==> src/rtl/rv32i_pkg.sv <==
// Shared RV32I encodings and the D->E pipeline bundle used by the ID/EX register.
package rv32i_pkg;

    localparam int RV_XLEN = 32;

    localparam logic [2:0] MEM_LOAD_NONE = 3'b000;
    localparam logic [2:0] MEM_LOAD_LB   = 3'b001;
    localparam logic [2:0] MEM_LOAD_LW   = 3'b010;
    localparam logic [2:0] MEM_LOAD_LH   = 3'b011;
    localparam logic [2:0] MEM_LOAD_LBU  = 3'b100;
    localparam logic [2:0] MEM_LOAD_LHU  = 3'b101;

    localparam logic [1:0] MEM_STORE_NONE = 2'b00;
    localparam logic [1:0] MEM_STORE_SB   = 2'b01;
    localparam logic [1:0] MEM_STORE_SH   = 2'b10;
    localparam logic [1:0] MEM_STORE_SW   = 2'b11;

    localparam logic [3:0] ALU_ADD  = 4'd0;
    localparam logic [3:0] ALU_SUB  = 4'd1;
    localparam logic [3:0] ALU_AND  = 4'd2;
    localparam logic [3:0] ALU_OR   = 4'd3;
    localparam logic [3:0] ALU_XOR  = 4'd4;
    localparam logic [3:0] ALU_SLL  = 4'd5;
    localparam logic [3:0] ALU_SRL  = 4'd6;
    localparam logic [3:0] ALU_SRA  = 4'd7;
    localparam logic [3:0] ALU_SLT  = 4'd8;
    localparam logic [3:0] ALU_SLTU = 4'd9;
    localparam logic [3:0] ALU_LUI  = 4'd10;

    typedef struct packed {
        logic               valid;
        logic [4:0]         rs1;
        logic [4:0]         rs2;
        logic [4:0]         rd;
        logic [RV_XLEN-1:0] source1;
        logic [RV_XLEN-1:0] source2;
        logic [RV_XLEN-1:0] imm;
        logic [RV_XLEN-1:0] pc;
        logic               reg_write;
        logic [2:0]         mem_load;
        logic [1:0]         mem_store;
        logic [3:0]         alu_ctrl;
    } id_ex_t;

    // A bubble: every control and data field cleared.
    localparam id_ex_t ID_EX_NOP = '0;

endpackage

==> src/rtl/load_use_detect.sv <==
// Combinational load-use hazard detection and D-stage stall generation.
module load_use_detect
    import rv32i_pkg::*;
(
    input  logic       rst_ni,
    input  logic       valid_d_i,
    input  logic [4:0] rs1_d_i,
    input  logic [4:0] rs2_d_i,
    input  logic       valid_e_i,
    input  logic       reg_write_e_i,
    input  logic [2:0] mem_load_e_i,
    input  logic [4:0] rd_e_i,
    input  logic       flush_e_i,
    input  logic       hold_e_i,
    output logic       lu_o,
    output logic       stall_d_o
);

    logic rd_match;

    assign rd_match = (rd_e_i == rs1_d_i) || (rd_e_i == rs2_d_i);

    assign lu_o = valid_d_i && valid_e_i && reg_write_e_i
               && (mem_load_e_i != MEM_LOAD_NONE) && (rd_e_i != 5'd0) && rd_match;

    // Held low in reset so a downstream hold cannot freeze fetch before E is live.
    assign stall_d_o = rst_ni && ((lu_o && !flush_e_i) || hold_e_i);

endmodule

==> src/rtl/id_ex_stage.sv <==
// ID/EX pipeline register: W->D bypass at capture, load-use bubbles, flush and hold.
// XLEN must match rv32i_pkg::RV_XLEN since the bundle type is fixed-width.
module id_ex_stage
    import rv32i_pkg::*;
#(
    parameter int XLEN  = RV_XLEN,
    parameter int CNT_W = 32
) (
    input  logic             clk,
    input  logic             rst_n,
    input  logic             validD,
    input  logic [4:0]       rs1D,
    input  logic [4:0]       rs2D,
    input  logic [4:0]       rdD,
    input  logic [XLEN-1:0]  source1D,
    input  logic [XLEN-1:0]  source2D,
    input  logic [XLEN-1:0]  immD,
    input  logic [XLEN-1:0]  pcD,
    input  logic             reg_writeD,
    input  logic [2:0]       mem_loadD,
    input  logic [1:0]       mem_storeD,
    input  logic [3:0]       alu_ctrlD,
    input  logic [4:0]       rdW,
    input  logic [XLEN-1:0]  distW,
    input  logic             reg_writeW,
    input  logic             flushE,
    input  logic             holdE,
    output logic             stallD,
    output logic             validE,
    output logic [4:0]       rs1E,
    output logic [4:0]       rs2E,
    output logic [4:0]       rdE,
    output logic [XLEN-1:0]  source1E,
    output logic [XLEN-1:0]  source2E,
    output logic [XLEN-1:0]  immE,
    output logic [XLEN-1:0]  pcE,
    output logic             reg_writeE,
    output logic [2:0]       mem_loadE,
    output logic [1:0]       mem_storeE,
    output logic [3:0]       alu_ctrlE,
    output logic [CNT_W-1:0] bubble_cnt
);

    id_ex_t            e_q, e_d, cap_bundle;
    logic [CNT_W-1:0]  cnt_q, cnt_d;
    logic              lu;
    logic              byp1, byp2;

    load_use_detect u_load_use_detect (
        .rst_ni        (rst_n),
        .valid_d_i     (validD),
        .rs1_d_i       (rs1D),
        .rs2_d_i       (rs2D),
        .valid_e_i     (e_q.valid),
        .reg_write_e_i (e_q.reg_write),
        .mem_load_e_i  (e_q.mem_load),
        .rd_e_i        (e_q.rd),
        .flush_e_i     (flushE),
        .hold_e_i      (holdE),
        .lu_o          (lu),
        .stall_d_o     (stallD)
    );

    // The register file writes at the end of W, so a same-cycle read in D is stale.
    assign byp1 = reg_writeW && (rdW != 5'd0) && (rdW == rs1D);
    assign byp2 = reg_writeW && (rdW != 5'd0) && (rdW == rs2D);

    always_comb begin
        cap_bundle           = ID_EX_NOP;
        cap_bundle.valid     = validD;
        cap_bundle.rs1       = rs1D;
        cap_bundle.rs2       = rs2D;
        cap_bundle.rd        = rdD;
        cap_bundle.source1   = byp1 ? distW : source1D;
        cap_bundle.source2   = byp2 ? distW : source2D;
        cap_bundle.imm       = immD;
        cap_bundle.pc        = pcD;
        cap_bundle.reg_write = reg_writeD;
        cap_bundle.mem_load  = mem_loadD;
        cap_bundle.mem_store = mem_storeD;
        cap_bundle.alu_ctrl  = alu_ctrlD;
    end

    always_comb begin
        e_d   = e_q;
        cnt_d = cnt_q;
        if (holdE) begin
            e_d   = e_q;
        end else if (flushE) begin
            e_d = ID_EX_NOP;
        end else if (lu) begin
            e_d = ID_EX_NOP;
            if (!(&cnt_q)) begin
                cnt_d = cnt_q + CNT_W'(1);
            end
        end else begin
            e_d = cap_bundle;
        end
    end

    always_ff @(posedge clk or negedge rst_n) begin
        if (!rst_n) begin
            e_q   <= ID_EX_NOP;
            cnt_q <= '0;
        end else begin
            e_q   <= e_d;
            cnt_q <= cnt_d;
        end
    end

    assign validE     = e_q.valid;
    assign rs1E       = e_q.rs1;
    assign rs2E       = e_q.rs2;
    assign rdE        = e_q.rd;
    assign source1E   = e_q.source1;
    assign source2E   = e_q.source2;
    assign immE       = e_q.imm;
    assign pcE        = e_q.pc;
    assign reg_writeE = e_q.reg_write;
    assign mem_loadE  = e_q.mem_load;
    assign mem_storeE = e_q.mem_store;
    assign alu_ctrlE  = e_q.alu_ctrl;
    assign bubble_cnt = cnt_q;

endmodule
==> config.mk <==
export PLATFORM = sky130hd
export DESIGN_NAME = id_ex_stage
export DESIGN_NICKNAME = d
export VERILOG_FILES = /design/src/rtl/rv32i_pkg.sv /design/src/rtl/load_use_detect.sv /design/src/rtl/id_ex_stage.sv
export SDC_FILE = /design/constraint.sdc
export NUM_CORES = 1
export LEC_CHECK = 0
export ABC_AREA = 0
export ABC_CLOCK_PERIOD_IN_PS = 5250
export BUFFER_PORTS_ARGS = -buffer_cell sky130_fd_sc_hd__buf_2
export CAP_MARGIN = 20
export CORE_AREA = 2 2 147 149
export CTS_BUF_LIST = sky130_fd_sc_hd__clkbuf_16
export CTS_CLUSTER_DIAMETER = 50
export DETAILED_ROUTE_END_ITERATION = 6
export DIE_AREA = 0 0 149 151
export PLACE_DENSITY = 0.77
export SLEW_MARGIN = 20
export SYNTH_ARGS = -nofsm -noshare
export SYNTH_HDL_FRONTEND = slang
export SYNTH_SLANG_ARGS = --single-unit
==> constraint.sdc <==
create_clock -name clk -period 5.25 [get_ports clk]
set_input_delay 0.525 -clock clk [delete_from_list [all_inputs] [get_ports clk]]
set_output_delay 0.525 -clock clk [all_outputs]
set_load 0.005 [all_outputs]
* Word-level counts from Yosys, hierarchy flattened
Index checks and enable logic that the tools add are counted.
Storage, ports and cells: bits in latches 0, output and inout bits 187, memory bits (read-only) 0, bits in writable memories 0, memories 0, flip-flop bits (word level) 186
Cells by class: divide/modulo/power cells 0, muxes and demuxes 4, equal/unequal tests 4, reduce and logical (&&, ||, !) cells 18, shift-type cells 0, $lt $le $gt $ge 0, add/sub/neg operators 1, bitwise logic cells 3, multipliers 0
Operators with widths (number):
- $mux 154 | 2
- $mux 32 | 2
- $add 32x1->32 const B | 1
- $reduce_and 32->1 | 1
- $eq 5x5->1 | 4
- $logic_and 1x1->1 | 10
- $reduce_bool 5->1 | 2
- $reduce_and 4->1 | 1
- $not 1->1 | 3
- $reduce_bool 3->1 | 1
- $logic_or 1x1->1 | 2
- $logic_not 1->1 | 1

* Longest topological paths before layout
Gate-level depths: netlist of the first run.
depth after elaboration 8, depth in mapped cells 8

* By module
Synthesis of the first run repeated with hierarchy kept, for this count alone.
Unflattened totals: cell total of the unflattened synthesis 666, area, all modules 7935.1 um^2
By module, submodules not included:
- id_ex_stage | seq. area each 4654.5 um^2, times used 1, area each 7770.0 um^2, cells each 642
- load_use_detect | seq. area each 0.0 um^2, times used 1, area each 165.2 um^2, cells each 24

* Worst setup path after synthesis of the first run
Ideal clock, no wire load.
path kind input port to flip-flop, from input port rs1D[2], to register cnt_q[1], in the netlist bubble_cnt[1], stages on the path 7, slack 3260 ps, arrival 1862 ps, path buffers 1, path through xor2_1 nor3_1 a22oi_1 or2_1 buf_6 or2_1 mux2_1
Between the ends: longest elaborated chain between the ends 4
Ends and longest elaborated chain:
- start: declaration | line id_ex_stage.sv:12 | input logic [4:0] rs1D,
- $eq 5x5->1 | line load_use_detect.sv:21 | assign rd_match = (rd_e_i == rs1_d_i) || (rd_e_i == rs2_d_i);
- $logic_or 1x1->1 | line load_use_detect.sv:21
- $logic_and 1x1->1 | line load_use_detect.sv:24 | && (mem_load_e_i != MEM_LOAD_NONE) && (rd_e_i != 5'd0) && rd_match;
- $reduce_and 4->1 (no line)
- end signal: assignment | line id_ex_stage.sv:107 | cnt_q <= cnt_d;
- end: declaration | line id_ex_stage.sv:45 | logic [CNT_W-1:0] cnt_q, cnt_d;
Every way passes these cells. A chain may end at the register's enable or synchronous reset.

* Final worst setup path of the first run
from register e_q, in the netlist rdE[0], to output port stallD
Between the ends: longest elaborated chain between the ends 6, elaborated cells between the ends (all ways) 9, those cells by class 2 x eq/ne; 7 x reduce/logical
Ends and longest elaborated chain:
- start: declaration | line id_ex_stage.sv:44 | id_ex_t e_q, e_d, cap_bundle;
- start signal: assignment | line id_ex_stage.sv:103 | e_q <= ID_EX_NOP;
- start signal: assignment | line id_ex_stage.sv:106 | e_q <= e_d;
- $eq 5x5->1 or $reduce_bool 5->1 (tied branches) | line load_use_detect.sv:21, load_use_detect.sv:24
- $logic_or 1x1->1 or $logic_and 1x1->1 (tied branches) | line load_use_detect.sv:21, load_use_detect.sv:24
- $logic_and 1x1->1 (*) | line load_use_detect.sv:24
- $logic_and 1x1->1 (*) | line load_use_detect.sv:27 | assign stall_d_o = rst_ni && ((lu_o && !flush_e_i) || hold_e_i);
- $logic_or 1x1->1 (*) | line load_use_detect.sv:27
- $logic_and 1x1->1 (*) | line load_use_detect.sv:27
- end: declaration | line id_ex_stage.sv:28 | output logic stallD,
Every way passes the cells marked *; elsewhere a longest branch is shown, timed or not.

==> results.cfg, run 1 <==
[synth]
synthTopCellsByArea = dfrtp_1 (58%), a22o_1 (9.8%), mux2i_1 (8.0%)
synth_largest_area_cell = dfrtp_1
ys_warn_count = 0
synth_fp_nets = 869
synth-seq-area-share_pct = 58.10
avgSynthCellArea_um2 = 11.92
synthDistinctLibCells = 38
netlist_instances = 672
synth-edff-count = 0
ys_seq_elements = 186
async_reset_ff_share_pct = 100.0
synth_ff_type = dfrtp_1
netlist.area_leader.share_pct = 58.10
synth_area_um2 = 8011

[timing]
hold_slack_ns = 0.07129
fin_crit_sh_pct = 52.04
max_freq_ghz = 0.3660
drv_slew = 0
relSlewSlack_pct = 31.22
setup_viol = 0
rsz0062_at_grt = false
final_hold_viol_count = 0
tns_ns = 0
fin_skew_ns = 0.01908
worst_slew_pin_slew_ns = 1.032
min_period_ns = 2.732
worst_slack_ns = 2.518

[layout]
drive_gt1_share_pct = 41.75
most-common-layout-cells = buf_2 (380), dfrtp_1 (186), a22o_1 (90)
post-route-util_pct = 51.64
final_common_cell = buf_2
syn_to_final_growth_pct = 34.22
nets = 1233

[clock_network]
cts.sinks = 186
clock_latency_ns = 0.43
cts_resized = 0
cts_tree = yes
cts.path.max_buffers = 2
cts_buffers = 17
cts_hold_buf = 0
path_clk_slew_ns = 0.08
cts-root-buf = clkbuf_16
h-tree-depth = 4
post_cts.repair.setup_buffers = 0

[grt]
grt_usage_pct = 20.65
antenna_found_initial = 5
gr-total-overflow = 0
grt_max_degree = 96
grt_pass1_wl_um = 35910
grt_pass1_vias = 6620

[flow_run]
maxCapViolCount = 0

[die]
core_um2 = 20820
die_x_um = 149
rows = 53
ioPinCount = 383
start_util_pct = 38.47
dieHeight_um = 151
dieArea_um2 = 22500

[route]
viasPerCell = 5.132
drc = 0
firstDrtPassIters = 4
ant_nets = 0
drtIter0Drc = 237
vias = 6815
routedWlPerCell_um = 17.93
drt-total-wl_um = 23810

[placement]
portBuffers = 382
gp_congestion = 0.8934
dpl.hpwl_um = 17420
post-place-ws_ns = 2.311

[power]
peakVddDrop_mv = 0.1927
leakage_nw = 5.597
p_per_area_nw_per_um2 = 307.6

[setup_path]
cp-end-kind = output port
rr_startpoint = rdE[0]
critical_path.cell_chain = xor2_1 -> nor3_1 -> a22oi_1 -> nand3b_1 -> nor2_1 -> o21a_1 -> buf_2
reg2reg_depth = 6
endpoint = stallD
rr_endpoint = bubble_cnt[1]
startpoint_type = flip-flop
r2r_slack_ns = 2.56
arrival_ns = 2.21
slowest_stage = dfrtp_1
slowest_delay_ns = 0.50
startpoint = rdE[0]
cp_data_required_time_ns = 4.72
worstSetupPathType = reg2out
crit_fanout = 5

[outcome]
status = completed

[min_path]
hold_path_class = in2async
## final cells by class
class                   instances  area, um2
fillers                      1851      10070
flip-flops and latches        186       4654
multi-input cells             441       3166
repair buffers                388       1968
clock buffers                  17      425.4
well taps                     275      344.1
clock inverters                15      177.7
diodes                          4      10.01
inverters                       2      7.507
## worst min-delay path by stage
| stage | from | end | slack, ns | cells after the start |
|---|---|---|---|---|
| 2_1_floorplan | rst_n | alu_ctrlE[0] | 0.23 | 0 |
| 3_3_place_gp | source2E[31] | source2E[31] | 0.47 | 2 |
| 3_5_place_dp | bubble_cnt[9] | bubble_cnt[9] | 0.47 | 1 |
| 4_1_cts | rst_n | source1E[8] | 0.09 | 1 |
| 5_1_grt | rst_n | source1E[8] | 0.11 | 1 |
| 6_report | rst_n | source1E[8] | 0.07 | 1 |
## cell usage after synthesis, drive strengths merged, types with 3 or more instances
cell type  instances
or3                4
or2                3
nor4b              3
mux2i             64
nand4              6
nand3             13
o21ai             65
clkbuf            23
nor3              13
and3               5
nor2              13
buf               20
dfrtp            186
a22o              90
nand2             82
nor4              14
xnor2             12
xor2              39
## cells by family (layout without fill, tap and decap cells)
kind of cell / count (synthesis) / in the layout / share of synthesized area [%]
flops: 186 / 186 / 58.10
simple gates: 165 / 165 / 11.09
compound gates: 159 / 159 / 14.27
mux: 65 / 65 / 8.137
xor+xnor: 51 / 51 / 5.576
buf+inv: 45 / 422 / 2.671
fa+ha+maj: 1 / 1 / 0.1562
other cells: 0 / 4 / 0
## state kept, by name (all words and copies together), names as in the netlist, 4 cells and up
register,flops
rs1E,5
pcE,32
source1E,32
rs2E,5
bubble_cnt,32
alu_ctrlE,4
immE,32
rdE,5
source2E,32
## metal layers
layer	up-vias	wire [um]	global-route usage (%)
li1	3152	-	-
met1	3320	9707	25.09
met2	304	11780	35.41
met3	37	1617	5.151
met4	2	702	8.095
met5	-	8	0
## worst max-delay path, delay by kind of cell (launching register included)
family | cells | cell delay [ns]
compound gates | 2 | 0.58
xor+xnor | 1 | 0.19
buf+inv | 1 | 0.13
flops | 1 | 0.50
simple gates | 3 | 0.39
## report_power, final
| part | switching [mW] | leakage (nW) | internal [mW] | total [mW] |
|---|---|---|---|---|
| sequential | 0.0578 | 2.44 | 1.52 | 1.58 |
| combinational | 0.212 | 2.86 | 0.199 | 0.411 |
| clock | 0.630 | 0.298 | 0.685 | 1.31 |
## stage by stage
stage	power [mW]	std cells	cell area [um2]
global route	3.454	1326	10750
floorplan	1.763	672	8011
global placement	2.017	1292	10140
CTS	3.346	1324	10740
finish	3.308	1328	10750
detailed placement	2.027	1292	10140
No activity file was read; power rests on OpenSTA's default activity.
==> inputs of run 2 (changes only) <==
--- a/config.mk
+++ b/config.mk
@@ -6,15 +6,15 @@
 export NUM_CORES = 1
 export LEC_CHECK = 0
 export ABC_AREA = 0
-export ABC_CLOCK_PERIOD_IN_PS = 5250
+export ABC_CLOCK_PERIOD_IN_PS = 2300
 export BUFFER_PORTS_ARGS = -buffer_cell sky130_fd_sc_hd__buf_2
 export CAP_MARGIN = 20
-export CORE_AREA = 2 2 147 149
+export CORE_AREA = 2 2 150 152
 export CTS_BUF_LIST = sky130_fd_sc_hd__clkbuf_16
 export CTS_CLUSTER_DIAMETER = 50
 export DETAILED_ROUTE_END_ITERATION = 6
-export DIE_AREA = 0 0 149 151
-export PLACE_DENSITY = 0.77
+export DIE_AREA = 0 0 152 154
+export PLACE_DENSITY = 0.78
 export SLEW_MARGIN = 20
 export SYNTH_ARGS = -nofsm -noshare
 export SYNTH_HDL_FRONTEND = slang
==> constraint.sdc (replaced) <==
create_clock -name clk -period 2.3 [get_ports clk]
set_input_delay 0.23 -clock clk [delete_from_list [all_inputs] [get_ports clk]]
set_output_delay 0.23 -clock clk [all_outputs]
set_load 0.005 [all_outputs]
==> run 2 against run 1 <==
Effect of this change: cell area up 4.6%; hold slack worse by 0.047 ns; highest routed layer is now met4; clock power up 110%; die area up 4.0%; global-route usage up 0.081 points; power up 120%.
==> results.cfg, run 2 (synthesized netlist as in run 1, its figures left out) <==
[outcome]
status = completed

[die]
die_x_um = 152
core_um2 = 21690
dieHeight_um = 154
ioPinCount = 383
rows = 54
dieArea_um2 = 23410
start_util_pct = 36.94

[timing]
fin_crit_sh_pct = 94.97
final_hold_viol_count = 0
worst_slew_pin_slew_ns = 1.074
tns_ns = 0
fin_skew_ns = 0.01294
min_period_ns = 2.184
relSlewSlack_pct = 28.41
rsz0062_at_grt = true
setup_viol = 0
max_freq_ghz = 0.4578
drv_slew = 0
worst_slack_ns = 0.1156

[layout]
most-common-layout-cells = buf_2 (380), dfrtp_1 (184), a22o_1 (90)
drive_gt1_share_pct = 43.66
nets = 1281
final_common_cell = buf_2
syn_to_final_growth_pct = 40.34
post-route-util_pct = 51.84

[grt]
gr-total-overflow = 0
grt_pass1_wl_um = 38810
grt_usage_pct = 20.73
antenna_found_initial = 3
grt_max_degree = 97
grt_pass1_vias = 7203

[route]
drt-total-wl_um = 24450
firstDrtPassIters = 7
routedWlPerCell_um = 17.71
drtIter0Drc = 404
ant_nets = 0
viasPerCell = 5.088
drc = 0
vias = 7021

[clock_network]
clock_latency_ns = 0.43
cts_buffers = 17
cts-root-buf = clkbuf_16
cts_tree = yes
cts.path.max_buffers = 2
h-tree-depth = 4
path_clk_slew_ns = 0.08
cts.sinks = 186

[setup_path]
rr_endpoint = bubble_cnt[31]
slowest_delay_ns = 0.44
reg2reg_depth = 8
endpoint = stallD
cp_data_required_time_ns = 2.07
startpoint = rdE[4]
slowest_stage = dfrtp_2
worstSetupPathType = reg2out
crit_fanout = 3
r2r_slack_ns = 0.14
startpoint_type = flip-flop
rr_startpoint = rdE[4]
arrival_ns = 1.95
cp-end-kind = output port
critical_path.cell_chain = xor2_1 -> nor3_2 -> a22oi_2 -> nand3b_1 -> nor2_4 -> o21a_1 -> buf_2

[power]
p_per_area_nw_per_um2 = 660.9
leakage_nw = 5.818
peakVddDrop_mv = 0.3683

[placement]
portBuffers = 382
dpl.hpwl_um = 18070
post-place-ws_ns = 0.05401
gp_congestion = 0.8185

[min_path]
hold_path_class = in2reg

[flow_run]
maxCapViolCount = 0
[run 2: cell count changes in the layout (fill, tap and decap cells not counted), sizes merged]
cell,delta
buf,+33
bufinv,-1
clkinvlp,+1
diode,-1
dlygate4sd3,+15
[run 2: area by class of cell]
| class | instances | area (um2) |
|---|---|---|
| fill | 1878 | 10450 |
| sequential | 186 | 4657 |
| multi-input combinational | 441 | 3217 |
| timing repair buffer | 436 | 2445 |
| clock buffer | 17 | 425.4 |
| tap | 280 | 350.3 |
| clock inverter | 15 | 133.9 |
| inverter | 2 | 7.507 |
| antenna | 3 | 7.507 |
[run 2: where the power goes]
part / total, mW / internal [mW] / switching (mW) / leakage, nW
registers: 3.61 / 3.48 / 0.130 / 2.44
clock network: 2.81 / 1.43 / 1.38 / 0.274
logic: 1.01 / 0.507 / 0.503 / 3.10
[run 2: critical path: cells and delay by family, from the launching register on]
family	cells	cell delay [ns]
simple gates	3	0.60
compound gates	2	0.23
xor+xnor	1	0.16
buf+inv	1	0.10
flops	1	0.44
[run 2: worst min path at each step]
stage,slack [ns],endpoint,cells past startpoint,start
6_report,0.02,pcE[17],2,pcD[17]
5_1_grt,0.007,pcE[15],2,pcD[15]
4_1_cts,0.0005,immE[31],2,immD[31]
3_5_place_dp,0.35,source1E[23],2,rst_n
3_3_place_gp,0.35,source1E[23],2,rst_n
2_1_floorplan,-0.07,alu_ctrlE[0],0,rst_n
[run 2: what timing repair did]
item	in CTS	in global routing
resized for setup	5	8
endpoints found under the hold margin	200	0
hold buffers	15	0
setup endpoints to repair	1	129
gates cloned	0	0
pin swaps	6	4
buffers inserted	7	0
[run 2: per-stage QoR]
step                power (mW)  std cells  hold WS [ns]  instance area, um2
finish                   7.430       1380       0.02380               11240
floorplan                4.023        672      -0.06559                8011
CTS                      7.515       1377     0.0004661               11200
global placement         4.626       1323        0.3522               10420
detailed placement       4.649       1323        0.3491               10420
global route             7.771       1378      0.007011               11240
[run 2: layer usage]
layer  GRT usage [%]  vias to the layer above  wire length (um)  share of wire [%]
met1           24.84                     3424              9800                 40
met2           36.08                      316             12440                 51
met5               0                        -                 0                  0
li1                -                     3247                 -                  -
met3           5.158                       34              1556                6.4
met4           7.922                        0               645                2.6
